--- src/rtl/sequenciador_ula.sv ---
// sequenciador_ula: runs one ULA operation per rising edge of executar and owns the memory/display registers.
// Defining HISTORICO_EN adds a 4-entry history of non-null results.
module sequenciador_ula #(
    parameter int unsigned LARGURA      = 8,
    parameter int unsigned LATENCIA_ULA = 2
) (
    input  logic               clk,
    input  logic               rst,
    input  logic               executar,
    input  logic               limpar,
    input  logic [2:0]         operacao_in,
    input  logic [LARGURA-1:0] operando_a_in,
    input  logic [LARGURA-1:0] operando_b_in,
    input  logic               usar_memoria,
    input  logic [LARGURA-1:0] resultado_ula,
    output logic [2:0]         ula_operacao,
    output logic [LARGURA-1:0] ula_a,
    output logic [LARGURA-1:0] ula_b,
    output logic               carregar_memoria,
    output logic [LARGURA-1:0] valor_memoria,
    output logic [LARGURA-1:0] resultado_final,
    output logic               ocupado,
`ifdef HISTORICO_EN
    input  logic [1:0]         historico_sel,
    output logic [LARGURA-1:0] historico_valor,
`endif
    output logic               pronto
);

    localparam logic [1:0] ESPERA  = 2'd0;
    localparam logic [1:0] CAPTURA = 2'd1;
    localparam logic [1:0] CALCULA = 2'd2;
    localparam logic [1:0] GRAVA   = 2'd3;

    localparam logic [3:0] ULTIMO_CICLO = 4'(LATENCIA_ULA);

    logic [1:0] estado;
    logic [3:0] contador;
    logic       executar_q;
    logic       inicio;

    assign inicio           = executar & ~executar_q;
    assign ocupado          = (estado != ESPERA);
    assign carregar_memoria = (estado == GRAVA) && (ula_operacao != 3'b000);

    always_ff @(posedge clk or negedge rst) begin
        if (!rst) begin
            estado          <= ESPERA;
            contador        <= '0;
            executar_q      <= 1'b0;
            ula_operacao    <= '0;
            ula_a           <= '0;
            ula_b           <= '0;
            valor_memoria   <= '0;
            resultado_final <= '0;
            pronto          <= 1'b0;
        end else begin
            executar_q <= executar;
            pronto     <= 1'b0;
            case (estado)
                ESPERA: begin
                    // clear has priority and swallows a coincident start edge
                    if (limpar) begin
                        valor_memoria <= '0;
                    end else if (inicio) begin
                        estado <= CAPTURA;
                    end
                end
                CAPTURA: begin
                    ula_operacao <= operacao_in;
                    ula_b        <= operando_b_in;
                    ula_a        <= usar_memoria ? valor_memoria : operando_a_in;
                    contador     <= '0;
                    estado       <= CALCULA;
                end
                CALCULA: begin
                    if (contador == ULTIMO_CICLO) begin
                        estado <= GRAVA;
                    end else begin
                        contador <= contador + 4'd1;
                    end
                end
                GRAVA: begin
                    resultado_final <= resultado_ula;
                    if (ula_operacao != 3'b000) begin
                        valor_memoria <= resultado_ula;
                    end
                    pronto <= 1'b1;
                    estado <= ESPERA;
                end
                default: estado <= ESPERA;
            endcase
        end
    end

`ifdef HISTORICO_EN
    logic [LARGURA-1:0] historico [4];
    logic [1:0]         ponteiro;
    logic [1:0]         indice_leitura;

    // ponteiro addresses the next slot, so the newest entry sits one behind it
    assign indice_leitura  = ponteiro - 2'd1 - historico_sel;
    assign historico_valor = historico[indice_leitura];

    always_ff @(posedge clk or negedge rst) begin
        if (!rst) begin
            ponteiro <= '0;
            for (int unsigned i = 0; i < 4; i++) begin
                historico[i] <= '0;
            end
        end else if ((estado == ESPERA) && limpar) begin
            ponteiro <= '0;
            for (int unsigned i = 0; i < 4; i++) begin
                historico[i] <= '0;
            end
        end else if ((estado == GRAVA) && (ula_operacao != 3'b000)) begin
            historico[ponteiro] <= resultado_ula;
            ponteiro            <= ponteiro + 2'd1;
        end
    end
`endif

endmodule

--- config.mk ---
export PLATFORM = sky130hd
export DESIGN_NAME = sequenciador_ula
export DESIGN_NICKNAME = d
export VERILOG_FILES = /design/src/rtl/sequenciador_ula.sv
export SDC_FILE = /design/constraint.sdc
export NUM_CORES = 1
export LEC_CHECK = 0
export CAP_MARGIN = 20
export CORE_UTILIZATION = 30
export CTS_BUF_LIST = sky130_fd_sc_hd__clkbuf_4 sky130_fd_sc_hd__clkbuf_8
export DETAILED_ROUTE_END_ITERATION = 10
export SLEW_MARGIN = 20
export SYNTH_ARGS = -nofsm -noshare
export SYNTH_HDL_FRONTEND = slang
export SYNTH_SLANG_ARGS = --single-unit
--- constraint.sdc ---
create_clock -name clk -period 4.03 [get_ports clk]
set_input_delay 0.806 -clock clk [delete_from_list [all_inputs] [get_ports clk]]
set_output_delay 0.806 -clock clk [all_outputs]
set_load 0.005 [all_outputs]
Word-level counts from Yosys, hierarchy flattened

Index checks and enable logic that the tools add are counted.

Output and inout bits: 38
Input bits: 32
Register bits after elaboration: 43
Word-level logic and storage cells: 42

Add/subtract/negate cells: 1
Equality and inequality tests: 10
Bitwise operators: 2
Reductions and logical operators: 9
Muxes and demuxes: 11

Operators with widths:

| cell                                                             | number |
|---|---|
| 8-bit 2-to-1 mux                                                 | 3 |
| 8-bit case mux with 2 select lines                               | 1 |
| 2-bit != test (second input constant)                            | 5 |
| 2-bit case mux with 4 select lines                               | 1 |
| 4-bit case mux with 2 select lines                               | 1 |
| 2-bit 2-to-1 mux                                                 | 3 |
| 3-bit AND reduction                                              | 2 |
| 2-bit nonzero test                                               | 3 |
| 4-bit by 1-bit adder with 4-bit output (second input constant)   | 1 |
| 2-bit == test (second input constant)                            | 2 |
| 4-bit by 2-bit == test with 1-bit output (second input constant) | 1 |
| 4-bit 2-to-1 mux                                                 | 1 |
| 3-bit nonzero test                                               | 1 |
| 2-bit by 1-bit == test with 1-bit output (second input constant) | 1 |
| 2-bit logical NOT                                                | 1 |
| 2-bit by 1-bit != test with 1-bit output (second input constant) | 1 |
| 2-bit AND reduction                                              | 1 |
| 1-bit bitwise AND                                                | 1 |
| 1-bit logical AND                                                | 1 |
| 1-bit 2-to-1 mux                                                 | 1 |
| 1-bit inverter                                                   | 1 |

Logic depth before layout (Yosys ltp)

Gate-level depths: netlist (run 1).

Word-level depth: 5
Depth in mapped cells: 6
Gate-level depth less buffers: 5

Worst setup path before layout (run 1)

OpenSTA, ideal clock, no wires.

Kind: register -> output
From: register estado[0]
To: output carregar_memoria
Slack: 2.099 ns
Cell stages (with the launch flop): 5
Buffers on the path: 2
Data arrival time: 1.125 ns
Required time: 3.224 ns
Path through: dfrtp_1 ha_1 buf_2 clkbuf_1 nor2b_1

Word-level cells in the longest chain between the ends: 2

Ends and longest elaborated chain:

| what                     | line | source |
|---|---|---|
| start: declaration       | 37   | `logic [1:0] estado;` |
| start signal: assignment | 48   | `estado <= ESPERA;` |
| start signal: assignment | 66   | `estado <= CAPTURA;` |
| start signal: assignment | 74   | `estado <= CALCULA;` |
| 2-bit == test            | 44   | `assign carregar_memoria = (estado == GRAVA) && (ula_operacao != 3'b000);` |
| 1-bit logical AND        | 44   |  |
| end: declaration         | 19   | `output logic carregar_memoria,` |

Every way passes these cells.

Final worst setup path (run 1)

From: register estado[1]
To: output carregar_memoria

Same word-level chain as after synthesis.

==> summary.txt, run 1 <==
Place
  – Routability cong.: 0.721
  – Port-buffer cells: 69
  – Dpl cells: 301
  – Dpl hpwl: 2930 um
  – Dpl cell area: 2670 um2

Route
  – DRC: 0
  – Routed Antenna Nets: 0
  – Vias: 1339
  – DRT Pass-1 Iters: 3
  – Via density: 4.33
  – Post-Route WL: 4050 um
  – Detailed Route Iter0 Violations: 24
  – Wirelength per Cell: 13.1 um

Logic synthesis
  – Combinational family with the most area after synthesis: multiplexers
  – Sequential share of the synthesized area: 56.2%
  – Post-Syn Area: 1920 um2
  – Post-synthesis simple-gate area fraction: 8.16%
  – Unique masters post-synth: 24
  – Post-Synth XOR/XNOR Area: 0.457%
  – Avg Inst Size Synth: 11.8 um2
  – Cells after synthesis: 163
  – Syn Nets: 202
  – Adder-cell share of the synthesized area: 4.57%
  – Post-synthesis mux area share: 17.7%
  – Yosys warns: 0
  – Synthesis-stage register bit count: 43
  – Compound-gate portion of the synthesized area: 7.25%

Critical path
  – Setup CP Type: reg -> out
  – Worst r2r dst: valor_memoria[3]
  – CP endpoint: carregar_memoria
  – Max Fanout on Critical Path: 20
  – Setup crit start kind: register
  – Reg2reg setup slack: 2.11 ns
  – Reg2reg path depth: 4
  – Element type at the critical path end: output pin
  – Setup crit start: estado[1]
  – CP Data Required Time: 3.22 ns
  – Worst Path Arrival: 2.01 ns
  – Worst reg2reg startpoint: estado[1]

STA
  – Unrepaired setup endpoints after global routing: false
  – Fin Setup TNS: 0 ns
  – Worst-margin pin slew: 0.630 ns
  – Fmax: 355 MHz
  – Min Tclk post-route: 2.82 ns
  – Rel. slew slack: 58.0%
  – Setup violators final: 0
  – Slew Limit Fails: 0
  – Ratio of final minimum period to clock period: 69.9%
  – Final hold violations: 0
  – Final Skew: 0.00904 ns

CTS
  – Clk buf depth: 2
  – CTS Buf Count: 5
  – Clk Latency, worst-skew pair: 0.30 ns
  – CTS clk-pin slew, worst paths: 0.09 ns
  – Root Buffer: clkbuf_8
  – Sink Count: 43
  – CTS tree: built
  – H-Tree Depth: 2
  – Post-CTS sizing: 0
  – Setup repair bufs after CTS: 0
  – Hold bufs inserted after CTS: 0

GRT
  – Largest net degree at the start of global routing: 44
  – Global-route usage over all layers: 13.3%
  – Initial antenna violation count: 0
  – GR Overflow Total: 0
  – First-pass GRT wire length: 6480 um
  – Vias in the first global route: 1316

Floorplanning
  – Chip height: 81.9 um
  – I/O pins: 70
  – FP Rows: 28
  – Die Width: 81.9 um
  – DIE AREA: 6710 um2
  – CORE AREA: 6030 um2
  – Initial Util: 31.8%

Pwr
  – Total power: 0.00209 W
  – Max VDD drop: 0.418 mV
  – Leak Pwr: 1.23 nW
  – Pwr Density: 758 nW/um2

Cells and area
  – Commonest non-fill, non-tap cell in the layout: clkdlybuf4s50_1
  – Commonest cells after routing, fill and taps aside: 68 x clkdlybuf4s50_1, 43 x dfrtp_1, 20 x inv_1, 20 x mux2i_1, 12 x nand2_1
  – Area Growth Syn to Fin: 44.3%
  – Antenna cells: 0
  – Nets@finish: 272
  – Layout cells sized above 1: 11.1%
  – # fillers: 582
  – Final cell count without fillers: 309
  – Final instance area: 2760 um2

Job
  – MaxCap Viol Count: 0

Worst hold path
  – Hold crit path type: in -> async

Status
  – Run status: finished, final reports clean
flip-flops by register name, summed over array words and instances (netlist names):
register         count
executar_q           1
resultado_final      8
ula_a                8
estado               2
ula_operacao         3
pronto               1
valor_memoria        8
ula_b                8
contador             4
power by group:
| group | total (W) | switching [W] | internal (W) |
|---|---|---|---|
| Sequential | 0.000788 | 0.000143 | 0.000644 |
| Combinational | 0.00102 | 0.000402 | 0.000620 |
| Clock | 0.000286 | 0.000162 | 0.000124 |
| Total | 0.00209 | 0.000706 | 0.00139 |
synth_stat cells:
cell       instances  share of area (%)
inv_1             20                3.9
a21o_1             1               0.39
buf_2              5                1.3
nor2b_1            3               0.98
mux2_2            11                6.5
xnor2_1            1               0.46
nor3b_1            1               0.39
o21ai_0            8                2.1
mux2i_1           20                 10
clkbuf_2           1               0.26
ha_1               7                4.6
nand2b_1           3               0.98
a21oi_1            9                2.4
mux2_4             1               0.78
nor3_1             1               0.26
dfrtp_1           43                 56
nand3_1            1               0.26
clkbuf_1           1               0.20
a22oi_4            1                1.1
nand2_1           12                2.4
nor2_1             9                1.8
a2bb2oi_1          1               0.46
or3b_4             2                1.2
a21oi_4            1               0.85
area by class of cell:
| cell class | instances | area (um2) | area share, % |
|---|---|---|---|
| Sequential cell | 43 | 1080 | 38.9 |
| Clock inverter | 3 | 23.8 | 0.860 |
| Multi-Input combinational cell | 93 | 731 | 26.4 |
| Inverter | 20 | 75.1 | 2.72 |
| Clock buffer | 5 | 68.8 | 2.49 |
| Timing Repair Buffer | 70 | 696 | 25.2 |
| Tap cell | 75 | 93.8 | 3.40 |
critical path: stages, from the launching register on:
cell and delay [ns]:
dfrtp_1 0.41, ha_1 0.58, nor2b_1 0.21, clkdlybuf4s50_1 0.51
through the flow:
stage	hold slack, ns	util (%)	setup slack (ns)
detailed placement	0.495	44.3	1.53
global route	0.529	45.9	1.04
floorplan	0.493	-	2.10
finish	0.489	45.9	1.21
global placement	0.487	44.3	1.52
CTS	0.516	45.8	1.17
worst min-delay path by stage:
stage | endpoint | slack, ns | cells after the start
after floorplan | contador[0] | 0.49 | 1
after CTS | ula_b[0] | 0.52 | 1
final | ula_b[7] | 0.49 | 1
after detailed placement | ula_b[1] | 0.50 | 1
after global routing | resultado_final[2] | 0.53 | 1
after global placement | ula_b[3] | 0.49 | 1
logic make-up after synthesis:
family,count (synthesis)
flip-flops,43
multiplexers,32
AND/OR/NAND/NOR,32
buffers and inverters,27
AO/OA/AOI/OAI,21
adder cells (fa/ha/maj),7
XOR/XNOR,1
metal layers:
layer | vias up | share of wire (%) | GRT usage (%)
li1 | 673 | - | -
met1 | 622 | 46 | 17.3
met2 | 38 | 46 | 20.2
met3 | 6 | 7.2 | 4.89
met4 | 0 | 1.3 | 4.21
met5 | - | 0 | 0
No activity file was read; power rests on OpenSTA's default activity.
==> run 2, diff against run 1 <==
- clock period: 4.03 -> 2.9 ns (I/O delays scaled with it)
==> run 2 against run 1 <==
Sequential share of layout area shrank 0.68 points. Non-clock buffer count up 1. Critical path type unchanged. Flip-flop and latch count unchanged.
==> summary.txt, run 2 (synthesized netlist as in run 1, its figures left out) <==
Status
  – Run status: finished, final reports clean

GRT
  – Initial antenna violation count: 0
  – First-pass GRT wire length: 6250 um
  – Vias in the first global route: 1297
  – Global-route usage over all layers: 12.5%
  – GR Overflow Total: 0
  – Largest net degree at the start of global routing: 44

Route
  – Vias: 1376
  – Wirelength per Cell: 12.7 um
  – Detailed Route Iter0 Violations: 39
  – Post-Route WL: 3940 um
  – Routed Antenna Nets: 0
  – DRT Pass-1 Iters: 4
  – Via density: 4.44
  – DRC: 0

CTS
  – CTS Buf Count: 5
  – Clk buf depth: 2
  – Clk Latency, worst-skew pair: 0.29 ns
  – Setup repair bufs after CTS: 0
  – CTS clk-pin slew, worst paths: 0.08 ns
  – H-Tree Depth: 2
  – Post-CTS sizing: 0
  – Root Buffer: clkbuf_8
  – Hold bufs inserted after CTS: 0
  – Sink Count: 43
  – CTS tree: built

Critical path
  – Setup CP Type: reg -> out
  – Max Fanout on Critical Path: 3
  – CP Data Required Time: 2.32 ns
  – Worst Path Arrival: 1.73 ns
  – Setup crit start kind: register
  – Element type at the critical path end: output pin
  – Reg2reg path depth: 5

Cells and area
  – Commonest non-fill, non-tap cell in the layout: clkdlybuf4s50_1
  – Area occupied by multi-input gates: 731 um2
  – Layout cells sized above 1: 11.5%
  – Final instance area: 2810 um2
  – Sequential cell area: 1080 um2
  – Area Growth Syn to Fin: 46.8%
  – Antenna cells: 0
  – # fillers: 579
  – Nets@finish: 273
  – Final cell count without fillers: 310
  – Commonest cells after routing, fill and taps aside: 68 x clkdlybuf4s50_1, 43 x dfrtp_1, 20 x inv_1, 20 x mux2i_1, 12 x nand2_1

STA
  – Hold_ws: 0.435 ns
  – Unrepaired setup endpoints after global routing: false
  – Fmax: 434 MHz
  – Min Tclk post-route: 2.31 ns
  – Final hold violations: 0
  – Worst-margin pin slew: 0.958 ns
  – Ratio of final minimum period to clock period: 79.5%
  – Fin Setup TNS: 0 ns
  – Slew Limit Fails: 0
  – Rel. slew slack: 36.1%
  – Final Skew: 0.00779 ns
  – Setup violators final: 0

Place
  – Port-buffer cells: 69
  – Routability cong.: 0.667
  – Dpl cell area: 2680 um2
  – Dpl cells: 302
  – Dpl hpwl: 2980 um

Floorplanning
  – DIE AREA: 6710 um2
  – Chip height: 81.9 um
  – Initial Util: 31.8%
  – I/O pins: 70
  – Die Width: 81.9 um
  – CORE AREA: 6030 um2
  – FP Rows: 28

Worst hold path
  – Hold crit path type: in -> async

Pwr
  – Max VDD drop: 0.415 mV
  – Leak Pwr: 1.26 nW
  – Pwr Density: 1090 nW/um2

Job
  – MaxCap Viol Count: 0
==> run 2: cell count changes in the layout (fill, tap and decap cells not counted) <==
cell,before,now
inv_6,1,0
clkbuf_4,0,1
bufinv_16,0,2
buf_2,0,1
clkinvlp_4,2,0
==> run 2: per-layer routing <==
metal	vias up	share of wire, %	GRT usage [%]	routed length [um]
li1	675	-	-	-
met1	659	46	16.7	1810
met2	37	45	18.6	1790
met3	5	7.7	5.00	304
met4	0	1.1	3.68	42
met5	-	0	0	0
==> run 2: stage by stage <==
step | util (%) | worst slack (ns) | power (W)
2_1_floorplan | - | 1.20 | 0.00181
3_3_place_gp | 44.4 | 0.818 | 0.00255
3_5_place_dp | 44.4 | 0.795 | 0.00256
4_1_cts | 46.7 | 0.609 | 0.00313
5_1_grt | 46.7 | 0.505 | 0.00333
6_report | 46.7 | 0.594 | 0.00308
==> run 2: power breakdown <==
group          switching (W)  total, W  internal [W]  leakage [nW]
Sequential          0.000196   0.00109      0.000895         0.527
Clock               0.000202  0.000556      0.000354        0.0688
Combinational       0.000560   0.00143      0.000871         0.664
==> run 2: final cells by class <==
| type | count | share of cell area (%) |
|---|---|---|
| clock buffers | 6 | 2.71 |
| clock inverters | 2 | 2.14 |
| inverters | 20 | 2.67 |
| multi-input cells | 93 | 26.0 |
| flip-flops and latches | 43 | 38.3 |
| well taps | 75 | 3.34 |
| repair buffers | 71 | 24.9 |
==> run 2: path summary, 6_finish.rpt <==
path	start	end	slack, ns
min	rst	ula_b[0]	0.44
max reg2reg	estado[1]	ula_a[0]	1.17
max in group asynchronous	rst	ula_a[3]	1.87
min reg2reg	ula_b[0]	ula_b[0]	0.51
min in group clk	ula_b[0]	ula_b[0]	0.51
max	ula_operacao[1]	carregar_memoria	0.59
==> run 2: worst max-delay path, cell delays in order (launching register included) <==
cell             delay, ns
dfrtp_1               0.40
nor3_1                0.45
nor2b_1               0.11
clkdlybuf4s50_1       0.48
==> run 3, diff against run 2 <==
- clock period: 2.9 -> 1.95 ns (I/O delays scaled with it)
==> run 3 against run 2 <==
Clock skew shrank 0.0047 ns. First-iteration DRC count grew 64%. Final area grew 1.6%. Via count grew 0.36%. Clock power grew 24%. Utilization grew 0.77 points. Non-clock buffer count grew 7. Critical path depth grew 1. Routed wire length grew 7.0%. Worst setup slack lost 0.57 ns. Sequential power grew 50%. Critical path type unchanged. Critical endpoint is now ocupado. Largest cell class unchanged. Highest routed layer unchanged.
==> summary.txt, run 3 (synthesized netlist as in run 1, its figures left out) <==
Critical path
  – Setup CP Type: reg -> out
  – Worst reg2reg startpoint: estado[1]
  – Setup crit start kind: register
  – CP Data Required Time: 1.56 ns
  – Max Fanout on Critical Path: 4
  – Element type at the critical path end: output pin
  – Setup crit start: estado[0]
  – Worst Path Arrival: 1.54 ns

CTS
  – CTS tree: built
  – Root Buffer: clkbuf_8
  – CTS clk-pin slew, worst paths: 0.08 ns
  – Clk Latency, worst-skew pair: 0.29 ns
  – Clk buf depth: 2
  – Sink Count: 43
  – H-Tree Depth: 2
  – CTS Buf Count: 5
  – Hold bufs inserted after CTS: 0

Pwr
  – Max VDD drop: 0.702 mV
  – Leak Pwr: 1.30 nW
  – Pwr Density: 1600 nW/um2

Cells and area
  – Final cell count without fillers: 317
  – # fillers: 563
  – Antenna cells: 0
  – Area Growth Syn to Fin: 49.2%
  – Commonest non-fill, non-tap cell in the layout: clkdlybuf4s50_1
  – Commonest cells after routing, fill and taps aside: 67 x clkdlybuf4s50_1, 43 x dfrtp_1, 20 x mux2i_1
  – Final instance area: 2860 um2
  – Layout cells sized above 1: 15.7%
  – Nets@finish: 280

Floorplanning
  – DIE AREA: 6710 um2
  – Initial Util: 31.8%
  – FP Rows: 28
  – Die Width: 81.9 um
  – CORE AREA: 6030 um2
  – I/O pins: 70
  – Chip height: 81.9 um

Route
  – Via density: 4.36
  – Vias: 1381
  – Wirelength per Cell: 13.3 um
  – DRT Pass-1 Iters: 4
  – Post-Route WL: 4220 um
  – Routed Antenna Nets: 0
  – Detailed Route Iter0 Violations: 64
  – DRC: 0

GRT
  – Vias in the first global route: 1364
  – Initial antenna violation count: 0
  – First-pass GRT wire length: 6800 um
  – Largest net degree at the start of global routing: 23
  – GR Overflow Total: 0
  – Global-route usage over all layers: 13.8%

STA
  – Min Tclk post-route: 1.93 ns
  – Fmax: 519 MHz
  – Slew Limit Fails: 0
  – Rel. slew slack: 68.4%
  – Setup ws final: 0.0232 ns
  – Setup violators final: 0
  – Final Skew: 0.00307 ns
  – Unrepaired setup endpoints after global routing: true
  – Ratio of final minimum period to clock period: 98.8%
  – Final hold violations: 0
  – Worst-margin pin slew: 0.473 ns

Place
  – Dpl cell area: 2710 um2
  – Port-buffer cells: 69
  – Dpl cells: 306
  – Dpl hpwl: 3110 um
  – Routability cong.: 0.695
  – Pre-CTS WS: 0.0425 ns

Worst hold path
  – Hold crit path type: in -> async

Status
  – Run status: finished, final reports clean

Job
  – MaxCap Viol Count: 0
## run 3: cell types whose count changed in the layout (fill, tap and decap cells not counted), sizes merged
cell,before,now
buf,3,10
bufinv,2,1
clkbuf,6,5
clkdlybuf4s50,68,67
clkinv,0,2
dlymetal6s2s,0,1
## run 3: critical path, cell delays in order, from the launching register on
cell and delay (ns):
dfrtp_1 0.43, inv_2 0.09, ha_4 0.19, inv_1 0.05, clkdlybuf4s50_1 0.49
## run 3: stage by stage
stage	TNS (ns)	util, %	total power, W	hold WS, ns
global placement	0	44.9	0.00381	0.380
global route	-0.0601	47.4	0.00496	0.0634
detailed placement	0	44.9	0.00385	0.379
CTS	-0.00137	47.2	0.00464	0.0543
finish	0	47.4	0.00458	0.0429
floorplan	0	-	0.00270	0.0944
## run 3: layout make-up
class / instances / area, um2 / share of cell area (%)
clock inverters: 3 / 43.8 / 1.53
clock buffers: 5 / 68.8 / 2.41
flip-flops and latches: 43 / 1080 / 37.6
inverters: 20 / 75.1 / 2.63
multi-input cells: 93 / 746 / 26.1
repair buffers: 78 / 756 / 26.4
well taps: 75 / 93.8 / 3.28
## run 3: final timing paths
path,slack (ns),cells after the start,endpoint
worst max-delay path,0.02,4,ocupado
worst min-delay path,0.04,1,ula_b[0]
worst max register to register,0.28,5,valor_memoria[1]
worst min register to register,0.51,1,ula_b[0]
max in group asynchronous,1.34,2,ula_a[7]
min in group clk,0.51,1,ula_b[0]
## run 3: power breakdown
part	total, W	internal, W	switching, W
Combinational	0.00226	0.00137	0.000886
Clock	0.000690	0.000381	0.000308
Sequential	0.00163	0.00133	0.000302
## run 3: layer usage
layer | part of all wire [%] | GRT usage (%) | up-vias
li1 | - | - | 689
met1 | 48 | 18.7 | 650
met2 | 45 | 20.4 | 38
met3 | 5.8 | 5.11 | 4
met4 | 0.95 | 4.21 | 0
met5 | 0 | 0 | -
## run 3: timing repair
| action | CTS | global route |
|---|---|---|
| hold endpoints to repair | 0 | 0 |
| pin swaps | 0 | 0 |
| endpoints found under the setup margin | 2 | 2 |
| resized for setup | 2 | 4 |
| setup buffers | 2 | 1 |
